[config.mk]
export PLATFORM = sky130hd
export DESIGN_NAME = rvvi_tx_arbiter
export DESIGN_NICKNAME = d
export VERILOG_FILES = /design/src/rtl/rvvi_pkg.sv /design/src/rtl/rvvi_axis_mux2.sv /design/src/rtl/rvvi_tx_arbiter.sv
export SDC_FILE = /design/constraint.sdc
export NUM_CORES = 1
export LEC_CHECK = 0
export ABC_AREA = 1
export BUFFER_PORTS_ARGS = -buffer_cell sky130_fd_sc_hd__buf_2
export CORE_UTILIZATION = 45
export CTS_CLUSTER_SIZE = 8
export DETAILED_ROUTE_END_ITERATION = 6
export GPL_TIMING_DRIVEN = 0
export PLACE_DENSITY = 0.8
export SYNTH_ARGS = -nofsm -noshare
export SYNTH_HDL_FRONTEND = slang
export SYNTH_SLANG_ARGS = --single-unit
[constraint.sdc]
create_clock -name clk -period 3.6 [get_ports clk]
set_input_delay 0.72 -clock clk [delete_from_list [all_inputs] [get_ports clk]]
set_output_delay 0.72 -clock clk [all_outputs]
set_load 0.02 [all_outputs]
[src/rtl/rvvi_pkg.sv]
// Shared types for the RVVI TX-port arbiter: arbiter states, requester
// index and the mapping from requester index to one-hot grant.
package rvvi_pkg;

  typedef enum logic [1:0] {
    ST_IDLE = 2'd0,
    ST_OWN0 = 2'd1,
    ST_OWN1 = 2'd2,
    ST_GAP  = 2'd3
  } arb_state_e;

  // Requester 0 carries trace frames, requester 1 carries control frames.
  typedef enum logic {
    REQ_TRACE = 1'b0,
    REQ_CTRL  = 1'b1
  } req_idx_e;

  function automatic logic [1:0] req_onehot(req_idx_e req);
    return 2'b01 << req;
  endfunction

endpackage

[src/rtl/rvvi_axis_mux2.sv]
// Combinational 2:1 AXI-stream forward/ready mux. The one-hot grant selects
// which requester drives the master side; with no grant the master side is
// idle and all outputs are held at zero.
module rvvi_axis_mux2 #(
  parameter int unsigned DATA_WIDTH = 32
) (
  input  logic [1:0]              grant_i,
  input  logic [DATA_WIDTH-1:0]   s0_data_i,
  input  logic [DATA_WIDTH/8-1:0] s0_strb_i,
  input  logic                    s0_last_i,
  input  logic                    s0_valid_i,
  output logic                    s0_ready_o,
  input  logic [DATA_WIDTH-1:0]   s1_data_i,
  input  logic [DATA_WIDTH/8-1:0] s1_strb_i,
  input  logic                    s1_last_i,
  input  logic                    s1_valid_i,
  output logic                    s1_ready_o,
  output logic [DATA_WIDTH-1:0]   m_data_o,
  output logic [DATA_WIDTH/8-1:0] m_strb_o,
  output logic                    m_last_o,
  output logic                    m_valid_o,
  input  logic                    m_ready_i
);

  // Forward the granted requester's beat and route the MAC ready back to it.
  always_comb begin
    // NOTE: every output gets a default before the case so no path leaves a
    // signal unassigned; a missing default here would infer a latch.
    m_data_o   = '0;
    m_strb_o   = '0;
    m_last_o   = 1'b0;
    m_valid_o  = 1'b0;
    s0_ready_o = 1'b0;
    s1_ready_o = 1'b0;
    unique case (grant_i)
      2'b01: begin
        m_data_o   = s0_data_i;
        m_strb_o   = s0_strb_i;
        m_last_o   = s0_last_i;
        m_valid_o  = s0_valid_i;
        s0_ready_o = m_ready_i;
      end
      2'b10: begin
        m_data_o   = s1_data_i;
        m_strb_o   = s1_strb_i;
        m_last_o   = s1_last_i;
        m_valid_o  = s1_valid_i;
        s1_ready_o = m_ready_i;
      end
      default: ;
    endcase
  end

endmodule

[src/rtl/rvvi_tx_arbiter.sv]
// Frame-granular arbiter sharing the MAC TX AXI-stream port between the
// RVVI packetizer (requester 0) and the control-frame source (requester 1).
// Ownership is granted for whole frames, an idle gap follows each frame,
// and a starvation guard bounds how many control frames can pass a waiting
// trace frame.
module rvvi_tx_arbiter
  import rvvi_pkg::*;
#(
  parameter int unsigned DATA_WIDTH     = 32,
  parameter int unsigned CTRL_BURST_MAX = 4,
  parameter int unsigned GAP_WIDTH      = 16,
  parameter int unsigned CNT_WIDTH      = 16
) (
  input  logic                    clk,
  input  logic                    reset,
  input  logic [DATA_WIDTH-1:0]   S0Wdata,
  input  logic [DATA_WIDTH/8-1:0] S0Wstrb,
  input  logic                    S0Wlast,
  input  logic                    S0Wvalid,
  output logic                    S0Wready,
  input  logic [DATA_WIDTH-1:0]   S1Wdata,
  input  logic [DATA_WIDTH/8-1:0] S1Wstrb,
  input  logic                    S1Wlast,
  input  logic                    S1Wvalid,
  output logic                    S1Wready,
  output logic [DATA_WIDTH-1:0]   MWdata,
  output logic [DATA_WIDTH/8-1:0] MWstrb,
  output logic                    MWlast,
  output logic                    MWvalid,
  input  logic                    MWready,
  input  logic [GAP_WIDTH-1:0]    GapCycles,
  output logic [1:0]              Grant,
  output logic [CNT_WIDTH-1:0]    Frames0,
  output logic [CNT_WIDTH-1:0]    Frames1
);

  localparam int unsigned STARVE_WIDTH = $clog2(CTRL_BURST_MAX + 1);
  localparam logic [STARVE_WIDTH-1:0] STARVE_MAX = STARVE_WIDTH'(CTRL_BURST_MAX);

  arb_state_e               state_q, state_d;
  logic [GAP_WIDTH-1:0]     gap_q, gap_d;
  logic [STARVE_WIDTH-1:0]  starve_q, starve_d;
  logic [CNT_WIDTH-1:0]     frames0_q, frames0_d;
  logic [CNT_WIDTH-1:0]     frames1_q, frames1_d;
  logic                     beat_done;
  logic                     pick_ctrl;

  assign Frames0 = frames0_q;
  assign Frames1 = frames1_q;

  // A beat moves only when the MAC side handshakes.
  assign beat_done = MWvalid && MWready;

  // Control frames win in IDLE unless the trace stream has already waited
  // through CTRL_BURST_MAX control grants.
  assign pick_ctrl = S1Wvalid && !(S0Wvalid && (starve_q == STARVE_MAX));

  // Grant is a pure decode of the owner states; IDLE and GAP grant nobody.
  always_comb begin
    Grant = 2'b00;
    if (state_q == ST_OWN0) Grant = req_onehot(REQ_TRACE);
    if (state_q == ST_OWN1) Grant = req_onehot(REQ_CTRL);
  end

  rvvi_axis_mux2 #(
    .DATA_WIDTH (DATA_WIDTH)
  ) u_mux (
    .grant_i    (Grant),
    .s0_data_i  (S0Wdata),
    .s0_strb_i  (S0Wstrb),
    .s0_last_i  (S0Wlast),
    .s0_valid_i (S0Wvalid),
    .s0_ready_o (S0Wready),
    .s1_data_i  (S1Wdata),
    .s1_strb_i  (S1Wstrb),
    .s1_last_i  (S1Wlast),
    .s1_valid_i (S1Wvalid),
    .s1_ready_o (S1Wready),
    .m_data_o   (MWdata),
    .m_strb_o   (MWstrb),
    .m_last_o   (MWlast),
    .m_valid_o  (MWvalid),
    .m_ready_i  (MWready)
  );

  // Next-state logic: arbitration, frame completion, gap countdown.
  always_comb begin
    // NOTE: combinational blocks use blocking '=' so later lines see the
    // defaults; registers below use non-blocking '<=' to avoid update races.
    state_d   = state_q;
    gap_d     = gap_q;
    starve_d  = starve_q;
    frames0_d = frames0_q;
    frames1_d = frames1_q;
    unique case (state_q)
      ST_IDLE: begin
        if (pick_ctrl) begin
          state_d = ST_OWN1;
          if (S0Wvalid && (starve_q != STARVE_MAX)) begin
            starve_d = starve_q + STARVE_WIDTH'(1);
          end
        end else if (S0Wvalid) begin
          state_d  = ST_OWN0;
          starve_d = '0;
        end
      end
      ST_OWN0: begin
        if (beat_done && MWlast) begin
          frames0_d = frames0_q + CNT_WIDTH'(1);
          gap_d     = GapCycles;
          state_d   = (GapCycles != '0) ? ST_GAP : ST_IDLE;
        end
      end
      ST_OWN1: begin
        if (beat_done && MWlast) begin
          frames1_d = frames1_q + CNT_WIDTH'(1);
          gap_d     = GapCycles;
          state_d   = (GapCycles != '0) ? ST_GAP : ST_IDLE;
        end
      end
      ST_GAP: begin
        gap_d = gap_q - GAP_WIDTH'(1);
        if (gap_q <= GAP_WIDTH'(1)) state_d = ST_IDLE;
      end
      default: state_d = ST_IDLE;
    endcase
  end

  // State and counter registers.
  always_ff @(posedge clk) begin
    // NOTE: reset is sampled on the clock edge; it only takes effect at the
    // next rising edge, which is what truncates a frame mid-flight.
    if (reset) begin
      state_q   <= ST_IDLE;
      gap_q     <= '0;
      starve_q  <= '0;
      frames0_q <= '0;
      frames1_q <= '0;
    end else begin
      state_q   <= state_d;
      gap_q     <= gap_d;
      starve_q  <= starve_d;
      frames0_q <= frames0_d;
      frames1_q <= frames1_d;
    end
  end

endmodule

==> report_table.html <==
<table>
<tr><th>Metric</th><th>Value</th></tr>
<tr><th colspan="2">Status</th></tr>
<tr><td>Outcome</td><td>finished clean</td></tr>
<tr><th colspan="2">Worst setup path</th></tr>
<tr><td>Maximum fanout along the worst path</td><td>10</td></tr>
<tr><td>Worst reg2reg path startpoint</td><td>state_q[0]</td></tr>
<tr><td>CP startpoint</td><td>state_q[1]</td></tr>
<tr><td>R2R depth</td><td>9</td></tr>
<tr><td>Endpoint required time on the critical path</td><td>2.88 ns</td></tr>
<tr><td>Setup slack on the worst flop-to-flop path</td><td>1.70 ns</td></tr>
<tr><td>Critical Path End</td><td>MWdata[19]</td></tr>
<tr><td>CP Capture Type</td><td>output port</td></tr>
<tr><td>Element type at the critical path start</td><td>flop</td></tr>
<tr><td>Arrival time reported for the critical path endpoint</td><td>2.26 ns</td></tr>
<tr><td>Critical register-to-register path endpoint</td><td>Frames0[5]</td></tr>
<tr><td>Type of the worst setup path</td><td>flop to output port</td></tr>
<tr><th colspan="2">Global routing</th></tr>
<tr><td>Wire length of the first global-routing pass</td><td>19500 µm</td></tr>
<tr><td>Via count of the first global-routing pass</td><td>4318</td></tr>
<tr><td>Most used routing layer in global routing</td><td>met2</td></tr>
<tr><td>Maximum number of pins on one net before global-route repair</td><td>17</td></tr>
<tr><td>GR Layer Usage met3</td><td>0.0504</td></tr>
<tr><td>Initial antenna violation count</td><td>1</td></tr>
<tr><td>Aggregate global routing overflow</td><td>0</td></tr>
<tr><td>GR met2 Demand/Resource</td><td>0.516</td></tr>
<tr><td>Met1 Use GR</td><td>0.326</td></tr>
<tr><td>Total track usage</td><td>0.280</td></tr>
<tr><th colspan="2">Logic synthesis</th></tr>
<tr><td>Cell area after technology mapping</td><td>0.00378 mm²</td></tr>
<tr><td>Area share of fa/ha/maj cells after synthesis</td><td>0.0397</td></tr>
<tr><td>Dominant cell by count in the synthesized netlist</td><td>nand2_1</td></tr>
<tr><td>Syn. warnings</td><td>0</td></tr>
<tr><td>Dominant register cell in the synthesized netlist</td><td>dfxtp_1</td></tr>
<tr><td>Synthesized-area fraction occupied by ao, oa, aoi and oai cells</td><td>0.162</td></tr>
<tr><td>Avg Cell Area, Syn</td><td>5.80 µm²</td></tr>
<tr><td>Instance count of the mapped netlist</td><td>652</td></tr>
<tr><td>Top cells by area in the synthesized netlist</td><td>dfxtp_1, nand2_1, a21oi_1</td></tr>
<tr><td>Syn Nets</td><td>759</td></tr>
<tr><td>Number of different library cells in the post-synthesis netlist</td><td>31</td></tr>
<tr><td>Synthesized-area fraction occupied by xor and xnor cells</td><td>0.0325</td></tr>
<tr><td>Proportion of netlist area held by the largest area contributor</td><td>0.281</td></tr>
<tr><td>Flip-flop and latch count after synthesis</td><td>53</td></tr>
<tr><td>Part of the Yosys area used for sequential elements</td><td>0.281</td></tr>
<tr><td>Share of cell area taken by muxes after synthesis</td><td>0.00265</td></tr>
<tr><td>Dominant combinational cell family by area after synthesis</td><td>simple AND/OR/NAND/NOR gates</td></tr>
<tr><td>Post-Synth Simple-Gate Area</td><td>0.391</td></tr>
<tr><td>Post-synth ARST share</td><td>0</td></tr>
<tr><td>Most used standard cells in the synthesized netlist</td><td>nand2_1, nor2_1, a21oi_1</td></tr>
<tr><td>Most area-hungry cell type in the Yosys netlist</td><td>dfxtp_1</td></tr>
<tr><td>Number of enable-type register cells in the synthesized netlist</td><td>0</td></tr>
<tr><th colspan="2">Clock network</th></tr>
<tr><td>CTS tree</td><td>yes</td></tr>
<tr><td>Max Root-Sink Buffers</td><td>2</td></tr>
<tr><td>Count of clock tree sinks</td><td>53</td></tr>
<tr><td>Number of buffers created by CTS</td><td>5</td></tr>
<tr><td>Hold Buf Count CTS</td><td>0</td></tr>
<tr><td>CTS clk-pin slew, worst paths</td><td>0.10 ns</td></tr>
<tr><td>Clock latency reported for the late side of the worst-skew pair</td><td>0.31 ns</td></tr>
<tr><td>Number of buffers inserted to repair setup after CTS</td><td>0</td></tr>
<tr><td>Cell chosen for the clock root</td><td>clkbuf_8</td></tr>
<tr><td>Gates resized, CTS repair</td><td>0</td></tr>
<tr><td>Level count of the clock H-tree</td><td>2</td></tr>
<tr><th colspan="2">STA</th></tr>
<tr><td>Transition time of the tightest slew-check pin</td><td>0.577 ns</td></tr>
<tr><td>Share of the cycle needed by the critical path after routing</td><td>0.829</td></tr>
<tr><td>RSZ-0062 raised after global routing</td><td>false</td></tr>
<tr><td>Worst clock skew on the final layout</td><td>0.0101 ns</td></tr>
<tr><td>Final max-slew violation count</td><td>0</td></tr>
<tr><td>Highest attainable clock frequency</td><td>335 MHz</td></tr>
<tr><td>Post-layout min period</td><td>2.98 ns</td></tr>
<tr><td>Headroom to the max-slew limit</td><td>0.615</td></tr>
<tr><td>Setup_tns</td><td>0 ns</td></tr>
<tr><td>Final hold vios</td><td>0</td></tr>
<tr><td>Endpoints failing setup</td><td>0</td></tr>
<tr><td>WHS</td><td>0.491 ns</td></tr>
<tr><th colspan="2">Layout</th></tr>
<tr><td>Layout cells sized above 1</td><td>0.234</td></tr>
<tr><td>Relative area change from synthesis to final layout</td><td>28.7%</td></tr>
<tr><td>Number of nets in the finished design</td><td>934</td></tr>
<tr><td>Final Non-Filler Cells</td><td>934</td></tr>
<tr><th colspan="2">Power</th></tr>
<tr><td>Worst-case vdd ir drop</td><td>0.000340 V</td></tr>
<tr><td>Part of the power in the clock network</td><td>0.144</td></tr>
<tr><td>Comb pwr share</td><td>0.595</td></tr>
<tr><td>Sequential fraction of design power</td><td>0.261</td></tr>
<tr><td>Static power due to leakage</td><td>2.27 nW</td></tr>
<tr><td>Total Power</td><td>2.87 mW</td></tr>
<tr><td>Cell internal power dissipation</td><td>1.42 mW</td></tr>
<tr><td>Reported net switching power</td><td>1.44 mW</td></tr>
<tr><td>Proportion of total power due to net switching</td><td>0.503</td></tr>
<tr><td>PD cells</td><td>589 mW/mm²</td></tr>
<tr><th colspan="2">Floorplanning</th></tr>
<tr><td>Vertical die dimension</td><td>93.6 µm</td></tr>
<tr><td>Number of placement rows</td><td>33</td></tr>
<tr><td>Starting density of the core</td><td>0.462</td></tr>
<tr><td>Die area</td><td>0.00877 mm²</td></tr>
<tr><td>Core Area</td><td>0.00818 mm²</td></tr>
<tr><td>Count of boundary I/O pins</td><td>169</td></tr>
<tr><td>Chip Width</td><td>93.6 µm</td></tr>
<tr><th colspan="2">Placement</th></tr>
<tr><td>Half-perimeter wire length after detailed placement</td><td>9760 µm</td></tr>
<tr><td>Final weighted congestion of routability-driven global placement</td><td>0.944</td></tr>
<tr><td>Placed instance count</td><td>925</td></tr>
<tr><td>Port Buffer Count</td><td>168</td></tr>
<tr><th colspan="2">Job</th></tr>
<tr><td>Max-capacitance violation count</td><td>0</td></tr>
<tr><th colspan="2">Min path</th></tr>
<tr><td>Worst hold-check path type</td><td>flop to flop</td></tr>
<tr><td>HP Start</td><td>starve_q[0]</td></tr>
<tr><td>Hold Path Depth</td><td>2</td></tr>
<tr><th colspan="2">Drt</th></tr>
<tr><td>Violation count after the first detailed-routing iteration</td><td>225</td></tr>
<tr><td>DR WL/cell</td><td>13.1 µm</td></tr>
<tr><td>Total via count in the routed design</td><td>4775</td></tr>
<tr><td>Total length of routed wires</td><td>12200 µm</td></tr>
<tr><td>Number of design rule violations left after detail routing</td><td>0</td></tr>
<tr><td>Detailed-router iteration count before antenna repair</td><td>4</td></tr>
<tr><td>Ratio of routed vias to standard cells</td><td>5.11</td></tr>
<tr><td>Antenna Violating Nets Remaining</td><td>0</td></tr>
</table>
[worst max-delay path: stages, from the launching register on]
cell and delay [ns]:
dfxtp_1 0.37, inv_1 0.11, ha_1 0.20, clkbuf_1 0.37, clkbuf_1 0.39, nand2_1 0.11
a21oi_1 0.20, buf_2 0.20
[how the worst min path moves through the flow]
stage | end | slack, ns
floorplan | starve_q[2] | 0.45
global placement | starve_q[2] | 0.46
detailed placement | gap_q[12] | 0.47
CTS | gap_q[12] | 0.48
global route | gap_q[12] | 0.50
finish | starve_q[0] | 0.49
[flip-flops by register name (all words and copies together) (netlist names)]
signal / count
gap_q: 16
Frames0: 16
starve_q: 3
state_q: 2
Frames1: 16
[power by group through the flow]
stage | clock network (mW) | registers (mW) | logic, mW
6_report | 0.413 | 0.747 | 1.70
5_1_grt | 0.440 | 0.761 | 1.90
4_1_cts | 0.417 | 0.745 | 1.68
3_5_place_dp | 0 | 0.758 | 1.68
3_3_place_gp | 0 | 0.756 | 1.64
2_1_floorplan | 0 | 0.739 | 1.23
[metal layers]
metal / share of wire / vias to the layer above
met3: 0.069 / 23
li1: - / 2425
met4: 0.018 / 0
met5: 0 / -
met2: 0.50 / 200
met1: 0.42 / 2127
[through the flow]
stage | utilization | cell area [µm²] | worst slack (ns)
after floorplan | - | 3780 | 1.28
after global placement | 0.581 | 4750 | 1.00
after detailed placement | 0.581 | 4750 | 0.983
after CTS | 0.595 | 4860 | 0.630
after global routing | 0.595 | 4860 | 0.426
final | 0.595 | 4860 | 0.616
[placed cells by master (no fill, tap or decap), drive strengths merged]
cell type    n
xnor2        3
nor2        86
nand2      231
nand4        3
nand3       36
inv         58
dfxtp       53
nor3         6
a21oi       83
nand3b       2
or2          2
a211oi       1
clkinv       1
o21ai       34
clkbuf      20
and3         2
xor2        11
a31oi        1
diode        1
o21bai       1
mux2i        1
bufinv       1
buf        180
ha          12
[cell families after synthesis]
family	after synthesis
and+or+nand+nor	368
AOI/OAI and AO/OA	120
buffers and inverters	84
DFF	53
xor gates and xnor gates	14
adders and majority gates	12
muxes	1
[area by class of cell]
type / instances / area [µm²]
Buffer: 26 / 130
Sequential cell: 53 / 1060
Multi-Input combinational cell: 515 / 2370
Fill cell: 837 / 3310
Tap cell: 105 / 131
Clock inverter: 2 / 38.8
Timing Repair Buffer: 168 / 841
Clock buffer: 6 / 72.6
Antenna cell: 1 / 2.50
Inverter: 58 / 218
No activity file was read; power rests on OpenSTA's default activity.
